**src/rtl/pipe_ctrl.sv**
```systemverilog
// Stall/flush/exception sequencer for the five-stage pipeline: drives every
// pipeline register's write-enable, flush and Req, and times the multiply/divide unit.
module pipe_ctrl #(
  parameter int MULT_LAT = 5,
  parameter int DIV_LAT  = 10,
  parameter int CNT_W    = 4
) (
  input  logic        clk,
  input  logic        reset,
  input  logic        D_hz_stall,
  input  logic        D_uses_md,
  input  logic        E_md_start,
  input  logic        E_md_div,
  input  logic        exc_req,
  input  logic        M_eret,
  output logic        pc_wren,
  output logic        fd_wren,
  output logic        de_wren,
  output logic        em_wren,
  output logic        mw_wren,
  output logic        fd_flush,
  output logic        de_flush,
  output logic        em_flush,
  output logic        Req,
  output logic        stall,
  output logic        md_busy,
  output logic [15:0] stall_cnt
);

  typedef enum logic [2:0] {
    MODE_RESET,
    MODE_REQ,
    MODE_ERET,
    MODE_STALL,
    MODE_NORMAL
  } mode_e;

  localparam logic [CNT_W-1:0] MULT_LOAD = CNT_W'(MULT_LAT);
  localparam logic [CNT_W-1:0] DIV_LOAD  = CNT_W'(DIV_LAT);

  logic [CNT_W-1:0] md_cnt_q, md_cnt_d;
  logic [15:0]      stall_cnt_q, stall_cnt_d;
  logic             start_accepted;
  logic             stall_req;
  mode_e            mode;

  // Req and eret both squash an E-stage MDU start; reset blocks it too.
  assign start_accepted = reset & E_md_start & ~exc_req & ~M_eret;
  assign md_busy        = reset & (start_accepted | (md_cnt_q != '0));
  assign stall_req      = D_hz_stall | (D_uses_md & md_busy);
  assign Req            = exc_req;
  assign stall_cnt      = stall_cnt_q;

  always_comb begin
    if (!reset)           mode = MODE_RESET;
    else if (exc_req)     mode = MODE_REQ;
    else if (M_eret)      mode = MODE_ERET;
    else if (stall_req)   mode = MODE_STALL;
    else                  mode = MODE_NORMAL;
  end

  // NOTE: every output gets a default before the case so no latch is inferred.
  always_comb begin
    pc_wren  = 1'b1;
    fd_wren  = 1'b1;
    de_wren  = 1'b1;
    em_wren  = 1'b1;
    mw_wren  = 1'b1;
    fd_flush = 1'b0;
    de_flush = 1'b0;
    em_flush = 1'b0;
    stall    = 1'b0;
    unique case (mode)
      MODE_ERET: begin
        fd_flush = 1'b1;
        de_flush = 1'b1;
        em_flush = 1'b1;
      end
      MODE_STALL: begin
        pc_wren  = 1'b0;
        fd_wren  = 1'b0;
        de_flush = 1'b1;
        stall    = 1'b1;
      end
      default: ;
    endcase
  end

  always_comb begin
    md_cnt_d = md_cnt_q;
    if (mode == MODE_REQ)        md_cnt_d = '0;
    else if (start_accepted)     md_cnt_d = E_md_div ? DIV_LOAD : MULT_LOAD;
    else if (md_cnt_q != '0)     md_cnt_d = md_cnt_q - 1'b1;

    stall_cnt_d = stall_cnt_q;
    if (stall && (stall_cnt_q != 16'hFFFF)) stall_cnt_d = stall_cnt_q + 16'd1;
  end

  // NOTE: state registers use non-blocking assignments so all flops update together.
  always_ff @(posedge clk or negedge reset) begin
    if (!reset) begin
      md_cnt_q    <= '0;
      stall_cnt_q <= '0;
    end else begin
      md_cnt_q    <= md_cnt_d;
      stall_cnt_q <= stall_cnt_d;
    end
  end

endmodule

```
**config.mk**
```make
export PLATFORM = sky130hd
export DESIGN_NAME = pipe_ctrl
export DESIGN_NICKNAME = d
export VERILOG_FILES = /design/src/rtl/pipe_ctrl.sv
export SDC_FILE = /design/constraint.sdc
export NUM_CORES = 1
export LEC_CHECK = 0
export CORE_MARGIN = 3
export CORE_UTILIZATION = 53
export CTS_BUF_LIST = sky130_fd_sc_hd__clkbuf_8
export CTS_CLUSTER_DIAMETER = 100
export CTS_CLUSTER_SIZE = 40
export DETAILED_ROUTE_END_ITERATION = 12
export PLACE_DENSITY = 0.84
export SYNTH_ARGS = -nofsm -noshare
export SYNTH_HDL_FRONTEND = slang
export SYNTH_SLANG_ARGS = --single-unit
```
**constraint.sdc**
```tcl
create_clock -name clk -period 4.9 [get_ports clk]
set_input_delay 0.98 -clock clk [delete_from_list [all_inputs] [get_ports clk]]
set_output_delay 0.98 -clock clk [all_outputs]
set_load 0.02 [all_outputs]
```
Yosys cells after proc, flatten, opt, wreduce, memory -nomap -nowiden
Cells that the tools add are included.

Logic and storage cells: 33. Input port bits: 8. Memories: 0. Output and inout port bits: 27. Bits in latches: 0. Bits in writable memories: 0. Memory bits (read-only): 0. Flip-flop bits (word level): 20.

Magnitude comparators: 0. Divide/modulo/power cells: 0. Add/sub/neg operators: 2. $mul: 0. Eq/ne operators: 4. Reduce and logical (&&, ||, !) cells: 4. Mux-type cells: 12. Bitwise operators: 9. Shift operators: 0.

Operators by type and width (number): $add 16x1->16 const B (1); $mux 4 (4); $ne 16x16->1 const B (1); $mux 3 (4); $eq 3x2->1 const B (2); $and 1x1->1 (5); $mux 1 (4); $reduce_bool 4->1 (1); $sub 4x1->4 const B (1); $eq 3x1->1 const B (1); $reduce_bool 3->1 (1); $not 1->1 (2); $or 1x1->1 (2); $reduce_or 2->1 (1); $logic_and 1x1->1 (1).

Longest topological paths before layout
Gate-level depths: netlist of the first run.

Depth in word-level cells: 14. Gate-level depth with buffers: 7. Gate-level depth less buffers: 6.

Worst setup path after synthesis of the first run
No wires, ideal clock.

Kind: in2out. Start: input E_md_start. End: output pc_wren. Stages on the path: 4. Path buffers: 2. Data required time: 3920 ps. Data arrival time: 1870 ps. Path slack: 2050 ps. Path through: nor2_1 -> a2111o_4 -> buf_6 -> buf_4.

Word-level cells in the longest chain between the ends: 13.

Ends and longest elaborated chain: start: declaration (line 12) `input logic E_md_start,`; $and 1x1->1 (3 in a row) (line 48) `assign start_accepted = reset & E_md_start & ~exc_req & ~M_eret;`; $or 1x1->1 (line 49) `assign md_busy = reset & (start_accepted | (md_cnt_q != '0));`; $and 1x1->1 (line 49); $and 1x1->1 (line 50) `assign stall_req = D_hz_stall | (D_uses_md & md_busy);`; $or 1x1->1 (line 50); $mux 3 (line 58) `else if (stall_req) mode = MODE_STALL;`; $mux 3 (line 57) `else if (M_eret) mode = MODE_ERET;`; $mux 3 (line 56) `else if (exc_req) mode = MODE_REQ;`; $mux 3 (line 55) `if (!reset) mode = MODE_RESET;`; $eq 3x2->1; $mux 1; end: declaration (line 16) `output logic pc_wren,`.

No other way between the ends.

Worst setup path in the final report of the first run
Start: input exc_req. End: output md_busy.

Word-level cells in the longest chain between the ends: 5.

Ends and longest elaborated chain: start: declaration (line 14) `input logic exc_req,`; $not 1->1 (line 48); $and 1x1->1 (2 in a row) (line 48); $or 1x1->1 (line 49); $and 1x1->1 (line 49); end: declaration (line 26) `output logic md_busy,`.

No other way between the ends.

==> qor.log, run 1 <==
[detailed_routing] per-cell via count in the routed design 5.95
[placed_design] placed wire-length estimate after detailed placement 2000 um
[synthesis] part of the Yosys area used for sequential elements 39.9%
[floorplan] total core area 2100 um2
[critical_path] Critical Path Slowest Stage Cell nor4bb_1
[clocking] Resize count post-CTS 0
[detailed_routing] Routed wire per std cell 15.8 um
[critical_path] Worst Setup End Kind output pin
[finish] antenna diode instance count 0
[power_and_ir_drop] worst-case vdd ir drop 0.000287 V
[detailed_routing] via count 1,048
[critical_path] ordered cell list for the critical path clkdlybuf4s50_1 > nor4bb_1 > o21a_1 > clkdlybuf4s50_1
[synthesis] Yosys top cell area share 39.9%
[power_and_ir_drop] leak pwr 0.730 nW
[clocking] TritonCTS clock tree done
[detailed_routing] post-detailed-routing wire length 2770 um
[clocking] total clock sinks 20
[clocking] post-CTS setup buffers 0
[finish] commonest non-fill, non-tap cell in the layout clkdlybuf4s50_1
[critical_path] startpoint type of the worst setup path input pin
[synthesis] gate count after technology mapping 122
[critical_path] beginning of the critical path exc_req
[placed_design] Port-buffer cells 31
[clocking] number of buffers created by CTS 3
[synthesis] YS warnings 0
[synthesis] number of flip-flops and latches in the synthesized netlist 20
[detailed_routing] number of nets with antenna violations after routing 0
[sta] RSZ-0062 raised after global routing false
[min_path] Hold Crit Depth 1
[synthesis] Netlist Area Pre-Place 1250 um2
[finish] net count of the finished layout 161
[critical_path] startpoint of the worst register-to-register path md_cnt_q[1]
[sta] fin. max-slew vios 0
[sta] Final period util 81.3%
[critical_path] Reg2Reg Depth 6
[synthesis] top cells by area, synth dfrtp_1 40%, xor2_1 11%, buf_4 4.2%, a2111oi_2 3.6%, a211oi_1 3.6%
[placed_design] gp weighted congestion 0.790
[critical_path] cell occurring most often along the worst timing path clkdlybuf4s50_1
[critical_path] Critical Path Max Stage Delay 710 ps
[synthesis] number of enable-type register cells in the synthesized netlist 0
[finish] most used cells in the layout excluding fill and tap cells 31 x clkdlybuf4s50_1, 20 x dfrtp_1, 16 x xor2_1
[outcome] result of the run finished clean
[critical_path] R2R Setup Slk 2730 ps
[critical_path] Worst Setup EP md_busy
[clocking] maximum root-to-sink buffer count 2
[global_route] largest net degree at the start of global routing 26
[global_route] overflow left after global routing 0
[floorplan] initial standard-cell utilization of the core 59.6%
[min_path] type of the most critical hold path reg2reg
[clocking] clock latency reported for the late side of the worst-skew pair 260 ps
[global_route] GRT Resource Usage Total 22.0%
[global_route] initial antenna violation count 0
[synthesis] post-synthesis average cell area 10.3 um2
[run] maximum capacitance violations 0
[floorplan] IO Pins 35
[sta] maximum achievable frequency 251 MHz
[global_route] vias in the first global route 1,009
[global_route] global-route wire length before repair 4720 um
[sta] number of hold-slack violations in the final timing report 0
[floorplan] Die Span Y 54.6 um
[sta] actual slew at the worst max-slew pin 764 ps
[synthesis] cell taking the most area after synthesis dfrtp_1
[clocking] # hold bufs at CTS 0
[critical_path] Crit Path Class in2out
[clocking] clock root buffer master clkbuf_8
[floorplan] die boundary width 54.6 um
[floorplan] cell row count 16
[synthesis] Post-synth top flop dfrtp_1
[sta] hold slack final 489 ps
[power_and_ir_drop] P per Cell Area 394 nW/um2
[critical_path] Worst Path Required 3920 ps
[synthesis] number of distinct standard cells referenced by the synthesized netlist 37
[clocking] Reg clk slew, reported paths 70 ps
[critical_path] critical register-to-register path endpoint stall_cnt[1]
[finish] proportion of layout cells with a drive suffix above 1 10.1%
[finish] area delta synth->final 26.3%
[synthesis] async set-or-reset flop fraction in the synthesized netlist 100%
[floorplan] total die area 2980 um2
[sta] Max-slew headroom 48.4%
[clocking] H-Tree Depth 1
[detailed_routing] Iteration-0 DRC Markers 19
[sta] worst setup skew after layout 1.94 ps
[sta] crit path time final 3980 ps
[critical_path] maximum fanout encountered on the critical timing path 7
[detailed_routing] number of DRC violations after detailed routing 0
[sta] total negative slack for setup checks 0 ps
[critical_path] data arrival time of the worst path 3000 ps
[sta] final setup fails 0
[detailed_routing] Detailed Routing Iterations Pass 1 4
==> logic make-up (layout without fill, tap and decap cells) <==
kind of cell | count (synthesis) | after routing | share of synthesized area, %
and+or+nand+nor | 42 | 42 | 20.8
AOI/OAI and AO/OA | 20 | 20 | 14.1
DFF | 20 | 20 | 39.9
xor gates and xnor gates | 18 | 18 | 12.6
buffers and inverters | 17 | 42 | 8.48
adders and majority gates | 3 | 3 | 2.99
other | 1 | 3 | 0.299
muxes | 1 | 1 | 0.898
==> synth_stat cells, drive strengths merged, types with 2 or more instances <==
library cell	number
xor2	16
a21oi	4
and2	3
a22oi	2
dfrtp	20
and3	4
a211oi	6
nand3	5
a2111oi	3
xnor2	2
nor4	5
inv	6
ha	3
and4	2
nor2	7
nand4	3
buf	10
nand2	7
==> flip-flops by register name, indices dropped and copies added (netlist names) <==
register,flops
md_cnt_q,4
stall_cnt,16
==> metrics by stage <==
stage	instance area, um2	std cells	setup WS (ps)	power [W]	util [%]
finish	1580	176	917	0.000625	75.4
global route	1580	176	720	0.000665	75.4
CTS	1580	176	892	0.000627	75.4
detailed placement	1530	172	894	0.000499	72.7
global placement	1530	172	999	0.000485	72.7
floorplan	1260	124	2050	0.000400	-
==> worst max-delay path: cells and delay by family <==
family | cells | cell delay, ps
buf+inv | 2 | 1120
simple gates | 1 | 710
compound gates | 1 | 190
==> per-layer routing <==
layer | routed length (um) | global-route usage (%)
met2 | 1350 | 36.0
met3 | 205 | 5.99
met5 | 0 | 0
met4 | 34 | 5.81
met1 | 1180 | 28.3
==> area by class of cell <==
cell class                 instances  area (um2)
sequential                        20         500
multi-input combinational         87         654
fill                             160         518
inverter                           6        22.5
timing repair buffer              32         318
clock buffer                       4        55.1
tap                               27        33.8
==> where the power goes <==
| part | internal (W) | switching (W) |
|---|---|---|
| combinational | 0.000124 | 0.000130 |
| sequential | 0.000201 | 0.0000427 |
| clock | 0.0000716 | 0.0000554 |
==> worst min path at each step <==
| stage | startpoint | endpoint | slack (ps) |
|---|---|---|---|
| floorplan | md_cnt_q[3] | md_cnt_q[3] | 590 |
| CTS | stall_cnt[5] | stall_cnt[5] | 490 |
| finish | stall_cnt[5] | stall_cnt[5] | 490 |
| global route | stall_cnt[5] | stall_cnt[5] | 520 |
| global placement | stall_cnt[15] | stall_cnt[15] | 470 |
| detailed placement | stall_cnt[5] | stall_cnt[5] | 480 |
Power figures use the tool's default switching activity.
==> inputs of run 2 (changes only) <==
CORE_UTILIZATION = 44   (was 53)
PLACE_DENSITY = 0.74   (was 0.84)
clock period = 3.6 ns   (was 4.9 ns; I/O delays follow)
==> run 2 against run 1 <==
Compared with the run above:
- first-iteration DRC count is 5.3% higher
- final cell count is 2.8% higher
- setup slack worse by 550 ps
- sequential power is 34% higher
- core utilization is 13 points lower
- sequential share of layout area is 0.37 points lower
- register-to-register slack worse by 1300 ps
- global-route usage is 6.0 points lower
- sequential cell count stayed put
- design area is 1.2% higher
- combinational power is 33% higher
==> qor.log, run 2 (synthesis gave the netlist of run 1 again) <==
[outcome] result of the run finished clean
[detailed_routing] post-detailed-routing wire length 2610 um [-5.8%]
[power_and_ir_drop] worst-case vdd ir drop 0.000380 V [+32%]
[min_path] type of the most critical hold path reg2reg
[global_route] busiest layer in global routing met2
[global_route] met1 Usage GRT 21.2% [-7.2 points]
[sta] Final period util 89.8%
[finish] max reg flops 16 [unchanged]
[sta] Max-slew headroom 56.5% [+8.1 points]
[sta] final setup fails 0 [unchanged]
[clocking] H-Tree Depth 1 [unchanged]
[sta] final worst setup slack 366 ps [-550 ps]
[power_and_ir_drop] combinational fraction of design power 40.6% [about the same]
[finish] proportion of layout cells with a drive suffix above 1 11.3% [+1.2 points]
[critical_path] ordered cell list for the critical path clkdlybuf4s50_1 > nand2b_1 > a2111o_4 > inv_1 > clkdlybuf4s50_1
[placed_design] Port-buffer cells 31 [unchanged]
[clocking] maximum root-to-sink buffer count 2 [unchanged]
[floorplan] total core area 2590 um2 [+23%]
[critical_path] Worst Setup End Kind output pin
[run] maximum capacitance violations 0 [unchanged]
[detailed_routing] Iteration-0 DRC Markers 20 [+1]
[sta] crit path time final 3230 ps
[power_and_ir_drop] sequential cell fraction of total power 39.3% [+0.2 points]
[finish] net count of the finished layout 163 [+1.2%]
[finish] commonest non-fill, non-tap cell in the layout clkdlybuf4s50_1
[clocking] number of buffers created by CTS 3 [unchanged]
[global_route] overflow left after global routing 0 [unchanged]
[floorplan] Die Span Y 59.4 um [+8.7%]
[sta] fin. max-slew vios 0 [unchanged]
[sta] number of hold-slack violations in the final timing report 0 [unchanged]
[placed_design] gp weighted congestion 0.736 [-6.8%]
[floorplan] total die area 3530 um2 [+18%]
[power_and_ir_drop] Clock Power Share 20.2% [about the same]
[detailed_routing] per-cell via count in the routed design 5.48 [-8.0%]
[detailed_routing] number of nets with antenna violations after routing 0 [unchanged]
[critical_path] count of buffer and inverter cells on the critical path 3 [+1]
[power_and_ir_drop] leak pwr 0.740 nW [+1.3%]
[critical_path] Crit Path Class in2out
[floorplan] initial standard-cell utilization of the core 48.4% [-11 points]
[sta] RSZ-0062 raised after global routing false
[power_and_ir_drop] switching pwr 0.000295 W [+30%]
[critical_path] maximum fanout encountered on the critical timing path 7 [unchanged]
[global_route] GRT Resource Usage Total 16.0% [-6.0 points]
[global_route] initial antenna violation count 0 [unchanged]
[critical_path] kind of cell with the highest combined delay on the critical path buffers and inverters
[clocking] clock latency reported for the late side of the worst-skew pair 260 ps [about the same]
[critical_path] Critical Path Slowest Stage Cell clkdlybuf4s50_1
[detailed_routing] number of DRC violations after detailed routing 0 [unchanged]
[finish] most used cells in the layout excluding fill and tap cells 31 x clkdlybuf4s50_1, 20 x dfrtp_1, 16 x xor2_1
[placed_design] pre-CTS setup slack 369 ps [-525 ps]
[clocking] TritonCTS clock tree done
[placed_design] placed wire-length estimate after detailed placement 1960 um [-2.0%]
[critical_path] cell occurring most often along the worst timing path clkdlybuf4s50_1
[finish] antenna diode instance count 0 [unchanged]
[power_and_ir_drop] cell internal pwr 0.000539 W [+36%]
[detailed_routing] Detailed Routing Iterations Pass 1 4 [unchanged]
[global_route] global-route wire length before repair 4290 um [-9.1%]
[power_and_ir_drop] P per Cell Area 521 nW/um2 [+32%]
[clocking] Reg clk slew, reported paths 70 ps [about the same]
[finish] area delta synth->final 27.8%
[sta] total negative slack for setup checks 0 ps [unchanged]
[clocking] total clock sinks 20 [unchanged]
[clocking] Resize count post-CTS 0 [unchanged]
[global_route] routing usage on met2 26.1% [-10 points]
[sta] actual slew at the worst max-slew pin 652 ps [-111 ps]
[sta] worst setup skew after layout 2.51 ps [+0.564 ps]
[clocking] clock root buffer master clkbuf_8
[detailed_routing] Routed wire per std cell 14.4 um [-8.4%]
[power_and_ir_drop] proportion of total power due to net switching 35.4% [-1.1 points]
[detailed_routing] via count 992 [-5.3%]
[floorplan] cell row count 18 [+2]
[global_route] vias in the first global route 941 [-6.7%]
[critical_path] Critical Path Max Stage Delay 590 ps [-120 ps]
[floorplan] IO Pins 35 [unchanged]
[clocking] post-CTS setup buffers 0 [unchanged]
[critical_path] data arrival time of the worst path 2510 ps [-490 ps]
[clocking] # hold bufs at CTS 0 [unchanged]
[global_route] met3 Resource Use GR 4.79% [-1.2 points]
[sta] maximum achievable frequency 309 MHz
[critical_path] Worst Path Required 2880 ps [-1040 ps]
[floorplan] die boundary width 59.4 um [+8.7%]
[global_route] largest net degree at the start of global routing 25 [-3.8%]
[critical_path] startpoint type of the worst setup path input pin
run 2: cell count changes in the layout (fill, tap and decap cells not counted), sizes merged:
| cell | before | now |
|---|---|---|
| buf | 1 | 3 |
run 2: power by group through the flow:
stage / registers (W) / logic [W] / clock network [W]
4_1_cts: 0.000327 / 0.000341 / 0.000174
2_1_floorplan: 0.000358 / 0.000186 / 0
6_report: 0.000328 / 0.000339 / 0.000169
5_1_grt: 0.000337 / 0.000369 / 0.000184
3_3_place_gp: 0.000330 / 0.000331 / 0
3_5_place_dp: 0.000332 / 0.000338 / 0
run 2: layout make-up:
type | instances | area, um2
Fill cell | 208 | 987
Sequential cell | 20 | 500
Tap cell | 30 | 37.5
Clock buffer | 4 | 55.1
Inverter | 6 | 22.5
Timing Repair Buffer | 34 | 333
Multi-Input combinational cell | 87 | 654
run 2: worst register-to-register path, cell delays in order, from the launching register on:
cell,delay (ps)
dfrtp_1,350
inv_1,80
ha_1,210
nor3b_2,180
a2111o_4,470
buf_4,210
a21oi_1,220
mux2_2,360
run 2: through the flow:
stage,instance area (um2),total power (W),hold slack (ps),cells,utilization [%]
finish,1600,0.000835,485,181,61.9
global route,1600,0.000889,520,181,61.9
CTS,1600,0.000842,492,181,61.9
detailed placement,1550,0.000670,478,177,59.8
global placement,1550,0.000662,474,177,59.8
floorplan,1260,0.000545,424,124,-
run 2: worst paths after layout:
check                      depth (start not counted)       endpoint  slack, ps          start
max in group asynchronous                          2  stall_cnt[10]       2440          reset
max reg2reg                                        7   stall_cnt[1]       1390    md_cnt_q[0]
min                                                1  stall_cnt[15]        490  stall_cnt[15]
max                                                5          stall        370        exc_req
min in group asynchronous                          2  stall_cnt[15]        940          reset
min reg2reg                                        1  stall_cnt[15]        490  stall_cnt[15]
run 2: routing by layer:
layer	share of wire (%)	wire length, um
met1	44	1160
met2	50	1320
met3	4.7	122
met4	0.42	11
met5	0	0
==> inputs of run 3 (changes only) <==
--- a/config.mk
+++ b/config.mk
@@ -6,5 +6,4 @@
 export NUM_CORES = 1
 export LEC_CHECK = 0
-export CORE_MARGIN = 3
 export CORE_UTILIZATION = 44
 export CTS_BUF_LIST = sky130_fd_sc_hd__clkbuf_8
==> constraint.sdc (replaced) <==
create_clock -name clk -period 3.6 [get_ports clk]
set_input_delay 0.36 -clock clk [delete_from_list [all_inputs] [get_ports clk]]
set_output_delay 0.36 -clock clk [all_outputs]
set_load 0.02 [all_outputs]
==> run 3 against run 2 <==
Compared with the run above:
- final cell count decreased by 0.55%
- first-iteration DRC count fell by 65%
- die area shrank 13%
- maximum frequency is 16% higher
- clock power increased by 33%
- register-to-register slack gained 50 ps
- setup slack improved by 450 ps
- clock skew up 3.2 ps
- combinational power up 1%
- worst hold slack lost 100 ps
- sequential power about the same
==> qor.log, run 3 (synthesis gave the netlist of run 1 again) <==
[run] maximum capacitance violations 0 [unchanged]
[detailed_routing] number of nets with antenna violations after routing 0 [unchanged]
[floorplan] IO Pins 35 [unchanged]
[global_route] overflow left after global routing 0 [unchanged]
[critical_path] cell occurring most often along the worst timing path clkdlybuf4s50_1
[clocking] # hold bufs at CTS 0 [unchanged]
[power_and_ir_drop] worst-case vdd ir drop 0.000553 V [+46%]
[finish] most used cells in the layout excluding fill and tap cells 31 x clkdlybuf4s50_1, 20 x dfrtp_1, 16 x xor2_1
[global_route] largest net degree at the start of global routing 20 [-20%]
[placed_design] gp weighted congestion 0.773 [+5.0%]
[critical_path] Critical Path Slowest Stage Cell clkdlybuf4s50_1
[detailed_routing] Routed wire per std cell 14.4 um [-0.37%]
[critical_path] maximum fanout encountered on the critical timing path 18 [+11]
[clocking] post-CTS setup buffers 0 [unchanged]
[clocking] Reg clk slew, reported paths 80 ps [about the same]
[sta] actual slew at the worst max-slew pin 648 ps [-4.73 ps]
[power_and_ir_drop] leak pwr 0.743 nW [+0.36%]
[sta] crit path time final 2780 ps [-451 ps]
[outcome] result of the run finished clean
[min_path] type of the most critical hold path in2async
[global_route] global-route wire length before repair 4430 um [+3.2%]
[critical_path] startpoint type of the worst setup path input pin
[detailed_routing] post-detailed-routing wire length 2590 um [-0.92%]
[sta] RSZ-0062 raised after global routing false
[sta] final setup fails 0 [unchanged]
[placed_design] placed wire-length estimate after detailed placement 1900 um [-3.3%]
[floorplan] Die Span Y 55.4 um [-6.7%]
[floorplan] total die area 3070 um2 [-13%]
[finish] layout filler cell count 216 [+3.8%]
[finish] proportion of layout cells with a drive suffix above 1 10.7% [-0.59 points]
[finish] multi-input gate area in the final layout 654 um2 [unchanged]
[sta] Final period util 77.3% [-13 points]
[clocking] H-Tree Depth 1 [unchanged]
[global_route] GRT Resource Usage Total 17.8% [+1.8 points]
[detailed_routing] number of DRC violations after detailed routing 0 [unchanged]
[sta] number of hold-slack violations in the final timing report 0 [unchanged]
[detailed_routing] per-cell via count in the routed design 5.52 [+0.66%]
[clocking] maximum root-to-sink buffer count 2 [unchanged]
[critical_path] Crit Path Class in2out
[floorplan] die boundary width 55.4 um [-6.7%]
[power_and_ir_drop] post-route total power 0.000900 W [+7.8%]
[finish] Seq. cell area 500 um2 [unchanged]
[finish] commonest non-fill, non-tap cell in the layout clkdlybuf4s50_1
[finish] net count of the finished layout 162 [-0.61%]
[critical_path] data arrival time of the worst path 2420 ps [-90 ps]
[clocking] Resize count post-CTS 0 [unchanged]
[clocking] TritonCTS clock tree done
[finish] max reg flops 16 [unchanged]
[critical_path] ordered cell list for the critical path clkdlybuf4s50_1 > nand2b_1 > a2111o_4 > inv_1 > clkdlybuf4s50_1
[global_route] vias in the first global route 965 [+2.6%]
[sta] fin. max-slew vios 0 [unchanged]
[detailed_routing] via count 993 [+0.10%]
[sta] maximum achievable frequency 359 MHz [+16%]
[clocking] number of buffers created by CTS 3 [unchanged]
[floorplan] total core area 2590 um2 [unchanged]
[critical_path] Critical Path Max Stage Delay 710 ps [+120 ps]
[placed_design] Port-buffer cells 31 [unchanged]
[detailed_routing] Iteration-0 DRC Markers 7 [-65%]
[clocking] clock latency reported for the late side of the worst-skew pair 260 ps [about the same]
[clocking] total clock sinks 20 [unchanged]
[clocking] clock root buffer master clkbuf_8
[floorplan] cell row count 18 [unchanged]
[critical_path] Worst Setup End Kind output pin
[power_and_ir_drop] P per Cell Area 558 nW/um2 [+7.2%]
[sta] Max-slew headroom 56.8% [+0.32 points]
[floorplan] initial standard-cell utilization of the core 48.4% [unchanged]
[sta] worst setup skew after layout 5.73 ps [+3.22 ps]
[critical_path] R2R Setup Slk 1440 ps [+50 ps]
[global_route] initial antenna violation count 0 [unchanged]
[critical_path] Worst Path Required 3240 ps [+360 ps]
[finish] area delta synth->final 28.5%
[detailed_routing] Detailed Routing Iterations Pass 1 4 [unchanged]
[sta] total negative slack for setup checks 0 ps [unchanged]
[finish] antenna diode instance count 0 [unchanged]
==> run 3: cell count changes in the layout (fill, tap and decap cells not counted) <==
cell       before  now
clkbuf_8        4    3
buf_4           3    2
bufinv_16       0    1
==> run 3: final cells by class <==
| cell class | instances | area share, % |
|---|---|---|
| well taps | 30 | 2.33 |
| repair buffers | 33 | 20.2 |
| inverters | 6 | 1.40 |
| multi-input cells | 87 | 40.6 |
| clock inverters | 1 | 1.86 |
| clock buffers | 3 | 2.56 |
| flip-flops and latches | 20 | 31.1 |
==> run 3: worst paths after layout <==
check | from | endpoint | depth (start not counted)
max | reset | stall | 5
min | reset | stall_cnt[10] | 1
max reg2reg | stall_cnt[0] | stall_cnt[1] | 5
min reg2reg | stall_cnt[8] | stall_cnt[8] | 1
max in group asynchronous | reset | stall_cnt[3] | 2
min in group clk | stall_cnt[8] | stall_cnt[8] | 1
==> run 3: through the flow <==
step | instances | hold slack [ps] | area [um2] | util, % | setup WS, ps
after floorplan | 124 | 64.4 | 1260 | - | 1670
after detailed placement | 176 | 483 | 1540 | 59.5 | 776
after global routing | 180 | 413 | 1610 | 62.2 | 697
after CTS | 180 | 390 | 1610 | 62.2 | 784
after global placement | 176 | 474 | 1540 | 59.5 | 834
final | 180 | 383 | 1610 | 62.2 | 818
==> run 3: power by group <==
part	internal (W)	switching [W]
combinational	0.000168	0.000175
sequential	0.000274	0.0000573
clock	0.000149	0.0000759
==> run 3: worst max-delay path: cells and delay by family <==
kind                   cells  cell delay, ps
buffers and inverters      3            1400
AOI/OAI and AO/OA          1             490
and+or+nand+nor            1             160
==> run 3: layer usage <==
metal  GRT usage (%)  routed length (um)  part of all wire (%)
met1            23.9                1220                    47
met2            28.2                1270                    49
met3            4.68                  79                   3.1
met4            5.36                  19                  0.73
met5               0                   0                     0
